[src/rtl/v_tbl_sched.sv]
// State-table write scheduler: sweeps the table to INIT_VALUE, then arbitrates update and clear writes.
// Optional feature: define V_TBL_SCHED_STATS_EN to add the o_stall_cnt_r stall counter.
module v_tbl_sched #(
    parameter int            W          = 64,
    parameter int            N          = 128,
    parameter logic [W-1:0]  INIT_VALUE = '0,
    localparam int           AW         = (N > 1) ? $clog2(N) : 1
) (
    input  logic          clk,
    input  logic          rst,
    input  logic          i_reinit,
    input  logic          i_upd_vld,
    input  logic [AW-1:0] i_upd_addr,
    input  logic [W-1:0]  i_upd_data,
    output logic          o_upd_rdy,
    input  logic          i_clr_vld,
    input  logic [AW-1:0] i_clr_addr,
    output logic          o_clr_rdy,
    output logic          o_wen_r,
    output logic [AW-1:0] o_waddr_r,
    output logic [W-1:0]  o_wdata_r,
    output logic          o_busy_r
`ifdef V_TBL_SCHED_STATS_EN
    ,
    output logic [15:0]   o_stall_cnt_r
`endif
);

    typedef enum logic {
        ST_INIT = 1'b0,
        ST_RUN  = 1'b1
    } state_t;

    localparam logic [AW-1:0] LAST_ADDR = AW'(N - 1);

    state_t        state_reg, state_next;
    logic [AW-1:0] cnt_reg, cnt_next;
    logic          done_reg, done_next;
    logic          prefer_clr_reg, prefer_clr_next;
    logic          wen_next;
    logic [AW-1:0] waddr_next;
    logic [W-1:0]  wdata_next;
    logic          busy_next;
    logic          upd_rdy, clr_rdy;

    always_ff @(posedge clk or negedge rst) begin
        if (!rst) begin
            state_reg      <= ST_INIT;
            cnt_reg        <= '0;
            done_reg       <= 1'b0;
            prefer_clr_reg <= 1'b0;
            o_wen_r        <= 1'b0;
            o_waddr_r      <= '0;
            o_wdata_r      <= '0;
            o_busy_r       <= 1'b1;
        end else begin
            state_reg      <= state_next;
            cnt_reg        <= cnt_next;
            done_reg       <= done_next;
            prefer_clr_reg <= prefer_clr_next;
            o_wen_r        <= wen_next;
            o_waddr_r      <= waddr_next;
            o_wdata_r      <= wdata_next;
            o_busy_r       <= busy_next;
        end
    end

    always_comb begin
        state_next      = state_reg;
        cnt_next        = cnt_reg;
        done_next       = done_reg;
        prefer_clr_next = prefer_clr_reg;
        wen_next        = 1'b0;
        waddr_next      = o_waddr_r;
        wdata_next      = o_wdata_r;
        busy_next       = o_busy_r;
        upd_rdy         = 1'b0;
        clr_rdy         = 1'b0;

        if (state_reg == ST_INIT) begin
            busy_next = 1'b1;
            if (i_reinit) begin
                cnt_next  = '0;
                done_next = 1'b0;
            end else if (!done_reg) begin
                wen_next   = 1'b1;
                waddr_next = cnt_reg;
                wdata_next = INIT_VALUE;
                // Counter parks on the last address; done_reg marks that it was written.
                if (cnt_reg == LAST_ADDR) begin
                    done_next = 1'b1;
                end else begin
                    cnt_next = cnt_reg + 1'b1;
                end
            end else begin
                state_next = ST_RUN;
                busy_next  = 1'b0;
                done_next  = 1'b0;
            end
        end else begin
            if (i_reinit) begin
                state_next = ST_INIT;
                busy_next  = 1'b1;
                cnt_next   = '0;
                done_next  = 1'b0;
            end else begin
                // Update wins unless both are valid and update was granted last.
                upd_rdy = i_upd_vld && (!i_clr_vld || !prefer_clr_reg);
                clr_rdy = i_clr_vld && !upd_rdy;
                if (upd_rdy) begin
                    wen_next        = 1'b1;
                    waddr_next      = i_upd_addr;
                    wdata_next      = i_upd_data;
                    prefer_clr_next = 1'b1;
                end else if (clr_rdy) begin
                    wen_next        = 1'b1;
                    waddr_next      = i_clr_addr;
                    wdata_next      = INIT_VALUE;
                    prefer_clr_next = 1'b0;
                end
            end
        end
    end

    assign o_upd_rdy = upd_rdy;
    assign o_clr_rdy = clr_rdy;

`ifdef V_TBL_SCHED_STATS_EN
    logic stall;

    assign stall = (state_reg == ST_RUN) && !i_reinit &&
                   ((i_upd_vld && !upd_rdy) || (i_clr_vld && !clr_rdy));

    always_ff @(posedge clk or negedge rst) begin
        if (!rst) begin
            o_stall_cnt_r <= '0;
        end else if (i_reinit) begin
            o_stall_cnt_r <= '0;
        end else if (stall && (o_stall_cnt_r != 16'hFFFF)) begin
            o_stall_cnt_r <= o_stall_cnt_r + 16'd1;
        end
    end
`endif

endmodule

[config.mk]
export PLATFORM = sky130hd
export DESIGN_NAME = v_tbl_sched
export DESIGN_NICKNAME = d
export VERILOG_FILES = /design/src/rtl/v_tbl_sched.sv
export SDC_FILE = /design/constraint.sdc
export NUM_CORES = 1
export LEC_CHECK = 0
export ABC_AREA = 1
export CAP_MARGIN = 20
export CORE_MARGIN = 8
export CORE_UTILIZATION = 42
export CTS_CLUSTER_DIAMETER = 30
export DETAILED_ROUTE_END_ITERATION = 6
export PLACE_DENSITY = 0.76
export SLEW_MARGIN = 20
export SYNTH_ARGS = -nofsm -noshare
export SYNTH_HDL_FRONTEND = slang
export SYNTH_SLANG_ARGS = --single-unit
export TNS_END_PERCENT = 1
[constraint.sdc]
create_clock -name clk -period 1.95 [get_ports clk]
set_clock_uncertainty 0.2 [all_clocks]
set_input_delay 0.195 -clock clk [delete_from_list [all_inputs] [get_ports clk]]
set_output_delay 0.195 -clock clk [all_outputs]
set_load 0.005 [all_outputs]
Yosys cells after proc, flatten, opt, wreduce, memory -nomap -nowiden
Cells that the tools add are included.
Word-level totals
  register bits: 83
  bits of input ports: 83
  output and inout bits: 75
  logic and storage cells: 67
Cells by class
  eq/ne operators: 6
  reductions and logical operators: 10
  $add $sub $neg: 1
  bitwise operators: 1
  multiplexer cells: 41
Operator list (count)
  two-way mux 64 bit: 6
  two-way mux 7 bit: 11
  two-way mux 1 bit: 24
  AND reduction 3 bit: 3
  inequality test 2 bit, second input constant: 4
  adder 7 x 1 -> 7 bit, second input constant: 1
  == test 7 bit, second input constant: 1
  zero test 1 bit: 3
  inequality test 3 x 1 -> 1 bit, second input constant: 1
  logical AND 1 bit: 2
  nonzero test 2 bit: 1
  logical OR 1 bit: 1
  NOT 1 bit: 1

Logic depth before layout (Yosys ltp)
Gate-level depths: netlist (run 1).
  word-level depth: 9
  gate-level depth with buffers: 8
  depth with buffers taken out: 8

Worst setup path before layout (run 1)
No wires, ideal clock.
  path kind: register to register
  start: reg state_reg
  end: reg o_wdata_r[13]
  buffers on the path: 2
  arrival time: 1171 ps
  data required time: 1624 ps
  cell stages (with the launch flop): 8
  library setup time: 126 ps
  clock period less this slack: 1497 ps
  path slack: 453 ps
  path through: dfrtp_1 inv_2 nor2_2 o21ai_2 nand2_2 buf_6 buf_2 a21oi_1
On the way
  cells in the longest elaborated chain, start to end: 2
  elaborated cells on any way between the ends: 4
  those cells by class: eq/ne: 2; mux: 1; reduce/logical: 1
RTL lines
  start, declared: RTL line 36  | state_t state_reg, state_next;
  start signal, assigned: RTL line 57  | state_reg <= state_next;
  inequality test 3 x 1 -> 1 bit (no source line) or inequality test 2 bit (tied branches)
  AND reduction 3 bit (no source line)
  end signal, assigned: RTL line 63  | o_wdata_r <= wdata_next;
  end, declared: RTL line 21  | output logic [W-1:0] o_wdata_r,
Several ways; a longest one is shown, not always the timed one.
A chain may end at the register's enable or synchronous reset.

Worst setup path in the final report (run 1)
  start: reg state_reg
  end: reg o_wdata_r[61]
The elaborated chain is that of the path after synthesis.

==> metrics, run 1 <==
Hold Violations, Final 0; crit start category register; layout cells sized above 1 under 10%; Synth Flop Type dfrtp_1; CTS tree yes; Std-Cell Rows 33; R2R setup slack between 0.1 and 0.15 ns; final non-filler cell total between 700 and 800; reg2reg path depth 7; worst path required time between 2 and 2.5 ns; Layout area overhead 55.8%; Post-DP Area ~5300 um2; top-count cell post-synth nand2_1; Mapped Area approximately 3600 um2; First-pass DRT Iterations 4; max reg flops 64; worst slew pin tran roughly 0.46 ns; Post-synth top cells nand2_1 (120), nor2_1 (98), dfrtp_1 (82), a21oi_1 (72), buf_2 (21); Fmax achieved 555 MHz; worst skew pair latency about 0.33 ns; Final Setup Violations 0; max cap viols 0; critical path cell sequence buf_4 > nor2_1 > nand2_1 > nand2_4 > buf_12 > nor2_1 > a21oi_1; Tmin final around 1.8 ns; Inserted Diodes 0; final hold slack between 0.15 and 0.2 ns; Setup CP Type register to register; Slew Viols, Final 0; Synth cell types 22; DIE AREA ~12000 um2; share of the synthesized area in the top cell type a little under three fifths; global route overflow 0; CTS Buffer Depth 2; core area 8260 um2; initial antenna violation count 0; Post-layout nets approximately 700; clk slew on worst S/H paths 0.09 ns; vias in the first global route around 3300; Peak VDD IR 0.000445 V; slowest cell delay on critical path between 0.4 and 0.5 ns; DP HPWL just under 8000 um; Hold Crit Class primary input to async pin; Post-Route WL 10300 um; Boundary Pins around 160; Async S/R FF share, synth 100%; Reg-to-Reg End o_wdata_r[61]; placed cell count about 700; EDFF count, synth 0; WP data arrival between 1.5 and 2 ns; top post-synthesis cells by area dfrtp_1 (57%), nand2_1 (13%), nor2_1 (10%), a21oi_1 (10%), buf_2 (2.9%); Initial Utilization a little over two fifths; slowest CP cell dfrtp_2; worst r2r src state_reg; largest net degree at the start of global routing 47; htree depth 3; status complete, no violations; vias approximately 3400; Die Wd 108 um; Syn. warnings 0; Synthesized Nets 518; RSZ-0062 raised after global routing false; clk root buf clkbuf_8; Max-slew headroom between 60% and 70%; sequential fraction of the synthesis area 58.0%; GPL Wtd Cong 0.865; syn avg cell area 8.26 um2; P_leak between 0.002 and 0.0025 uW; Period Utilization, post-route 92.4%; clock sink count 83; Die Span Y ~110 um; CP Capture Type register; post-route cell area around 5600 um2; vias per cell around 4.8; DRC 0; PortBufs 157; Starting DRT DRC Count between 150 and 200; first-pass GRT wire length ~17000 um; area leader, netlist dfrtp_1; TritonCTS Buffers 9; maximum fanout along the worst path 46; fill count ~710; Mapped Cells approximately 430; Avg WL per Cell 14.6 um; Antenna Violating Nets Remaining 0; Seq cells post-synth 83; pwr/cell area 688 nW/um2; GRT Total Usage 17.5%; crit-path most repeated cell nor2_1
-- cells in the final DEF (no fill, tap or decap), types with 2 or more instances in the layout --
master	Yosys	routed
buf_4	1	14
dfrtp_1	82	81
clkbuf_8	0	11
nand2_1	120	120
nor2_1	98	98
o21ai_0	3	3
a21oi_1	72	72
nand3_1	13	13
buf_12	0	6
clkdlybuf4s50_1	0	153
dlygate4sd2_1	0	3
clkinvlp_4	0	2
inv_1	10	10
-- stage by stage --
stage                     utilization (%)  power, uW  worst slack (ns)  TNS (ns)
after global routing                 67.7       4040           0.00931         0
after floorplan                         -       2120             0.453         0
after detailed placement             64.8       2620           -0.0462     -1.08
after global placement               64.8       2600            0.0115         0
final                                67.7       3850             0.147         0
after CTS                            67.5       3900             0.120         0
-- cell families after synthesis --
logic type | Yosys count | synth area share [%]
fa+ha+maj | 1 | 0.349
flops | 83 | 58.0
compound gates | 79 | 11.2
buf+inv | 36 | 5.02
simple gates | 235 | 25.5
-- timing repair --
action	4_1_cts	5_1_grt
resized for setup	4	0
hold endpoints to repair	56	0
endpoints found under the setup margin	2	11
setup buffers	1	2
pin swaps	0	1
hold buffers	1	0
-- where the power goes --
part | switching, uW | total, uW | leakage [uW] | internal (uW)
Combinational | 258 | 676 | 0.00127 | 418
Sequential | 67.3 | 1900 | 0.00104 | 1830
Clock | 605 | 1270 | 0.000102 | 665
-- per-layer routing --
layer	track usage [%]	share of wire, %	up-vias
met2	29.1	50	114
met4	5.77	1.6	0
met5	0	0	-
met1	21.1	40	1541
li1	-	-	1710
met3	5.35	8.4	12
-- worst max-delay path by stage --
stage,startpoint,to,depth (start not counted)
floorplan,state_reg,o_wdata_r[13],7
global placement,i_upd_vld,o_clr_rdy,5
detailed placement,i_upd_vld,o_wdata_r[53],7
CTS,state_reg,o_wdata_r[61],7
global route,cnt_reg[0],cnt_reg[1],7
finish,state_reg,o_wdata_r[61],7
-- critical path, delay by kind of cell, from the launching register on --
kind	cells	cell delay (ns)
compound gates	1	0.13
buf+inv	2	0.40
flops	1	0.42
simple gates	4	0.57
-- layout make-up --
class / count / area (um2) / area share, %
clock buffer: 11 / 151 / 2.71
tap: 105 / 131 / 2.35
multi-input combinational: 315 / 1330 / 23.8
clock inverter: 5 / 58.8 / 1.05
timing repair buffer: 177 / 1790 / 32.1
inverter: 11 / 41.3 / 0.739
sequential: 83 / 2080 / 37.2
Note: power is estimated with default switching activity, not from simulation.
==> run 2: changes to the inputs <==
--- a/config.mk
+++ b/config.mk
@@ -11,6 +11,7 @@
 export CORE_UTILIZATION = 42
 export CTS_CLUSTER_DIAMETER = 30
 export DETAILED_ROUTE_END_ITERATION = 6
+export GPL_TIMING_DRIVEN = 0
 export PLACE_DENSITY = 0.76
 export SLEW_MARGIN = 20
 export SYNTH_ARGS = -nofsm -noshare
==> run 2 against run 1 <==
- die area stayed put
- sequential cell count did not move
- clock power barely moved
- total power hardly changed
- hold slack lost 0.027 ns
- critical path depth fell by 1
- count of clock-buffer cells in the layout down 1
- worst setup slack worse by 0.056 ns
==> metrics, run 2 (synthesized netlist as in run 1, its figures left out) <==
placed cell count 696 (+1.3%); Hold Crit Class primary input to async pin; initial antenna violation count 0 (unchanged); final hold slack 0.133 ns (-0.0267 ns); Starting DRT DRC Count 170 (+9.0%); GPL Wtd Cong 0.843 (-2.6%); Setup CP Type register to primary output; worst slack, placed -0.473 ns (-0.427 ns); Period Utilization, post-route 95.3% (+2.8 points); clk root buf clkbuf_8; Final Setup Violations 0 (unchanged); most frequent cells in the layout clkdlybuf4s50_1 (152), nand2_1 (118), nor2_1 (98), dfrtp_1 (81), a21oi_1 (72); Die Span Y 108 um (unchanged); CTS Buffer Depth 2 (unchanged); final non-filler cell total 714 (+0.99%); worst slew pin tran 0.486 ns (+0.0244 ns); WP data arrival 1.46 ns (-0.41 ns); Layout area overhead 54.8%; global route overflow 0 (unchanged); Peak VDD IR 0.000401 V (-9.9%); fill count 726 (+3.0%); vias per cell 4.92 (+3.0%); GRT Total Usage 19.0% (+1.6 points); core area 8260 um2 (unchanged); DP HPWL 8400 um (+8.9%); TritonCTS Buffers 9 (unchanged); Slew Viols, Final 0 (unchanged); commonest non-fill, non-tap cell in the layout clkdlybuf4s50_1; critical path cell sequence nand2_4 > nand2_4 > buf_6 > nand2_1 > nor2_1 > dlygate4sd2_1; first-pass GRT wire length 17900 um (+7.9%); vias 3513 (+4.0%); PortBufs 156 (-0.64%); worst skew pair latency 0.35 ns (+0.02 ns); maximum fanout along the worst path 10 (-78%); Pwr Total 3850 uW (about the same); Die Wd 108 um (unchanged); DIE AREA 11800 um2 (unchanged); DRC 0 (unchanged); htree depth 3 (unchanged); slowest CP cell dfrtp_1; Tmin final 1.86 ns (+0.0556 ns); Boundary Pins 158 (unchanged); worst path required time 1.55 ns (-0.47 ns); max cap viols 0 (unchanged); Antenna Violating Nets Remaining 0 (unchanged); Initial Utilization 43.4% (unchanged); max reg flops 64 (unchanged); First-pass DRT Iterations 4 (unchanged); Inserted Diodes 0 (unchanged); clock sink count 83 (unchanged); Post-DP Area 5300 um2 (-0.82%); vias in the first global route 3583 (+7.8%); buffer and inverter count on the worst path 2 (unchanged); Post-layout nets 688 (+1.0%); pwr/cell area 693 nW/um2 (+0.63%); post-route cell area 5550 um2 (-0.67%); Avg WL per Cell 15.7 um (+7.4%); Fmax achieved 538 MHz (-3.0%); status complete, no violations; CTS tree yes; Std-Cell Rows 33 (unchanged); PnR worst setup slack 0.0918 ns (-0.0556 ns); slowest cell delay on critical path 0.39 ns (-0.03 ns); crit start category register; Max-slew headroom 67.4% (-1.8 points); Post-Route WL 11200 um (+8.5%); largest net degree at the start of global routing 51 (+8.5%); top cell family by delay on the critical path flip-flops; CP Capture Type primary output; clk slew on worst S/H paths 0.09 ns (about the same); layout cells sized above 1 8.54% (+1.4 points); Hold Violations, Final 0 (unchanged); P_leak 0.00245 uW (+1.2%); RSZ-0062 raised after global routing false; crit-path most repeated cell nand2_4
run 2: changes by cell type in the layout (fill, tap and decap cells not counted), moves of 3 or more:
cell	change
buf_4	-11
buf_12	-6
buf_6	+3
buf_2	+19
run 2: worst paths after layout:
kind / from / end / slack [ns] / cells past startpoint
max reg2reg: cnt_reg[0] / cnt_reg[3] / 0.11 / 7
max: prefer_clr_reg / o_clr_rdy / 0.09 / 6
min reg2reg: o_busy_r / o_busy_r / 0.27 / 2
min in group clk: i_upd_vld / prefer_clr_reg / 0.14 / 4
max in group asynchronous: rst / o_wdata_r[28] / 0.80 / 3
min: rst / o_wdata_r[17] / 0.13 / 2
run 2: through the flow:
step                      util (%)  TNS [ns]
after floorplan                  -         0
after global placement        63.9   -221.06
after detailed placement      64.2    -12.36
after CTS                     66.9         0
after global routing          67.2         0
final                         67.2         0
run 2: worst reg2reg max path, cell delays in order (launching register included):
cell     delay (ns)
dfrtp_1        0.43
ha_1           0.26
nand2_1        0.07
inv_1          0.12
nand2_1        0.10
o21ai_1        0.42
nand2_1        0.10
nand2_1        0.09
run 2: final cells by class:
class	count	area, um2	area share, %
sequential	83	2080	37.5
timing repair buffer	159	1600	28.8
multi-input combinational	315	1350	24.3
buffer	25	148	2.66
clock buffer	10	138	2.48
tap	105	131	2.37
clock inverter	6	62.6	1.13
inverter	11	43.8	0.789
run 2: report_power, final:
part / switching, uW / internal [uW] / leakage (uW)
clock network: 630 / 627 / 0.000106
registers: 64.6 / 1830 / 0.00104
logic: 275 / 414 / 0.00130
total: 970 / 2880 / 0.00245
run 2: what timing repair did:
action / CTS / global route
hold buffers: 1 / 0
hold endpoints to repair: 33 / 0
resized for setup: 9 / 4
buffers inserted: 0 / 1
cloned: 0 / 0
setup endpoints to repair: 2 / 4
run 2: layer usage:
| metal | wire length, um | part of all wire, % | GRT usage, % | vias up |
|---|---|---|---|---|
| li1 | - | - | - | 1722 |
| met1 | 4620 | 41 | 23.2 | 1658 |
| met2 | 5530 | 49 | 32.0 | 118 |
| met3 | 849 | 7.6 | 5.00 | 15 |
| met4 | 174 | 1.6 | 6.35 | 0 |
| met5 | 0 | 0 | 0 | - |
==> run 3: changes to the inputs <==
--- a/config.mk
+++ b/config.mk
@@ -8,11 +8,11 @@
 export ABC_AREA = 1
 export CAP_MARGIN = 20
 export CORE_MARGIN = 8
-export CORE_UTILIZATION = 42
+export CORE_UTILIZATION = 40
 export CTS_CLUSTER_DIAMETER = 30
 export DETAILED_ROUTE_END_ITERATION = 6
 export GPL_TIMING_DRIVEN = 0
-export PLACE_DENSITY = 0.76
+export PLACE_DENSITY = 0.73
 export SLEW_MARGIN = 20
 export SYNTH_ARGS = -nofsm -noshare
 export SYNTH_HDL_FRONTEND = slang
==> constraint.sdc (replaced) <==
create_clock -name clk -period 1.95 [get_ports clk]
set_clock_uncertainty 0.2 [all_clocks]
set_input_delay 0.2925 -clock clk [delete_from_list [all_inputs] [get_ports clk]]
set_output_delay 0.2925 -clock clk [all_outputs]
set_load 0.005 [all_outputs]
==> run 3 against run 2 <==
- maximum frequency is 2.4% lower
- core utilization is 3.4 points lower
- largest cell class unchanged
- critical endpoint unchanged
- cell count is 0.56% higher
- critical path depth stayed put
- routed wire length is 0.60% lower
- worst setup slack worse by 0.045 ns
- critical path type unchanged
- global-route usage is 1.2 points lower
==> metrics, run 3 (synthesized netlist as in run 1, its figures left out) <==
Post-layout nets 689 (+0.15%); DRC 0 (unchanged); R2R setup slack 0.05 ns (-0.06 ns); vias in the first global route 3603 (+0.56%); clk root buf clkbuf_8; CTS Buffer Depth 2 (unchanged); Post-DP Area 5310 um2 (about the same); slowest cell delay on critical path 0.39 ns (about the same); worst skew pair latency 0.34 ns (about the same); DIE AREA 12300 um2 (+4.3%); clock sink count 83 (unchanged); Peak VDD IR 0.000368 V (-8.4%); Slew Viols, Final 0 (unchanged); status complete, no violations; Post-Route WL 11100 um (-0.60%); Setup CP Type register to primary output; post-route cell area 5570 um2 (+0.32%); most frequent cells in the layout clkdlybuf4s50_1 (152), nand2_1 (117), nor2_1 (98), dfrtp_1 (81), a21oi_1 (72); PortBufs 156 (unchanged); max reg flops 64 (unchanged); Initial Utilization 41.1% (-2.3 points); pwr/cell area 683 nW/um2 (-1.4%); crit start category register; top cell family by delay on the critical path flip-flops; worst slack, placed -0.665 ns (-0.192 ns); critical path cell sequence nand2_4 > nand2_2 > buf_6 > nand2_1 > nor2_1 > dlygate4sd2_1; Tmin final 1.90 ns (+0.0449 ns); WP data arrival 1.41 ns (-0.05 ns); RSZ-0062 raised after global routing true; Antenna Violating Nets Remaining 0 (unchanged); Fmax achieved 525 MHz (-2.4%); Period Utilization, post-route 97.6% (+2.3 points); Boundary Pins 158 (unchanged); Starting DRT DRC Count 165 (-2.9%); CTS tree yes; setup TNS 0 ns (unchanged); Max-slew headroom 68.6% (+1.2 points); fill count 760 (+4.7%); DP HPWL 8240 um (-2.0%); Die Wd 111 um (+2.1%); GRT Total Usage 17.8% (-1.2 points); global route overflow 0 (unchanged); min-delay src i_upd_vld; slowest CP cell dfrtp_1; worst r2r src state_reg; htree depth 3 (unchanged); clk slew on worst S/H paths 0.08 ns (about the same); core area 8720 um2 (+5.6%); Std-Cell Rows 34 (+3.0%); Inserted Diodes 0 (unchanged); worst slew pin tran 0.471 ns (-0.0151 ns); Die Span Y 111 um (+2.1%); Final Setup Violations 0 (unchanged); Hold Violations, Final 0 (unchanged); CP Capture Type primary output; First-pass DRT Iterations 4 (unchanged); crit path launch prefer_clr_reg; commonest non-fill, non-tap cell in the layout clkdlybuf4s50_1; first-pass GRT wire length 18300 um (+2.2%); Avg WL per Cell 15.5 um (-1.2%); Hold Crit Class primary input to register; buffer and inverter count on the worst path 2 (unchanged); vias per cell 4.90 (-0.50%); worst path required time 1.46 ns (-0.09 ns); max cap viols 0 (unchanged); PnR worst setup slack 0.0469 ns (-0.0449 ns); initial antenna violation count 0 (unchanged); maximum fanout along the worst path 10 (unchanged); largest net degree at the start of global routing 51 (unchanged); GPL Wtd Cong 0.886 (+5.1%); TritonCTS Buffers 9 (unchanged); layout cells sized above 1 8.69% (+0.15 points); vias 3515 (+0.057%); Layout area overhead 55.3%; P_leak 0.00244 uW (-0.30%)
run 3: changes by cell type in the layout (fill, tap and decap cells not counted), moves of 2 or more:
cell and change:
clkbuf_1 +2, clkinvlp_4 +2, clkbuf_4 +3, nand2_2 +2, buf_2 -3, clkinv_2 -2
run 3: stage by stage:
| step | util [%] | cells | total power [uW] | hold slack (ns) |
|---|---|---|---|---|
| global route | 63.8 | 718 | 3990 | 0.252 |
| CTS | 63.6 | 718 | 3850 | 0.208 |
| global placement | 60.6 | 698 | 2590 | 0.260 |
| floorplan | - | 434 | 2120 | -0.203 |
| finish | 63.8 | 718 | 3800 | 0.230 |
| detailed placement | 60.9 | 699 | 2610 | 0.0843 |
run 3: power by group:
part           switching (uW)  total, uW  leakage [uW]  internal, uW
Clock                     596       1220     0.0000926           626
Combinational             269        683       0.00130           414
Sequential               64.9       1900       0.00104          1830
run 3: final cells by class:
type	count	area, um2	area share [%]
clock buffer	12	145	2.61
sequential	83	2080	37.3
clock inverter	4	50.0	0.899
multi-input combinational	315	1350	24.3
buffer	25	155	2.79
timing repair buffer	160	1610	28.9
tap	108	135	2.43
inverter	11	41.3	0.742
run 3: layer usage:
metal | part of all wire (%) | global-route usage (%) | up-vias | wire, um
met5 | 0 | 0 | - | 0
met4 | 1.4 | 4.14 | 0 | 156
met3 | 7.3 | 5.90 | 15 | 813
met2 | 47 | 29.3 | 132 | 5200
met1 | 44 | 22.0 | 1642 | 4940
li1 | - | - | 1726 | -
run 3: path summary, 6_finish.rpt:
kind	endpoint	cells past startpoint
setup reg to reg	o_wdata_r[31]	7
min in group asynchronous	o_wdata_r[16]	2
max in group asynchronous	o_busy_r	3
setup / recovery	o_clr_rdy	6
hold / removal	o_waddr_r[6]	5
hold reg to reg	o_busy_r	2
run 3: worst min-delay path, stage by stage:
cell	delay [ns]
buf_2	0.17
nand3_1	0.10
a21oi_1	0.06
nor2_1	0.08
nor2_1	0.04
run 3: repair_timing:
| action | CTS | global route |
|---|---|---|
| endpoints found under the hold margin | 33 | 0 |
| endpoints found under the setup margin | 2 | 62 |
| hold buffers | 1 | 0 |
| resized for setup | 10 | 7 |
| buffers inserted | 2 | 0 |
| pin swaps | 0 | 1 |
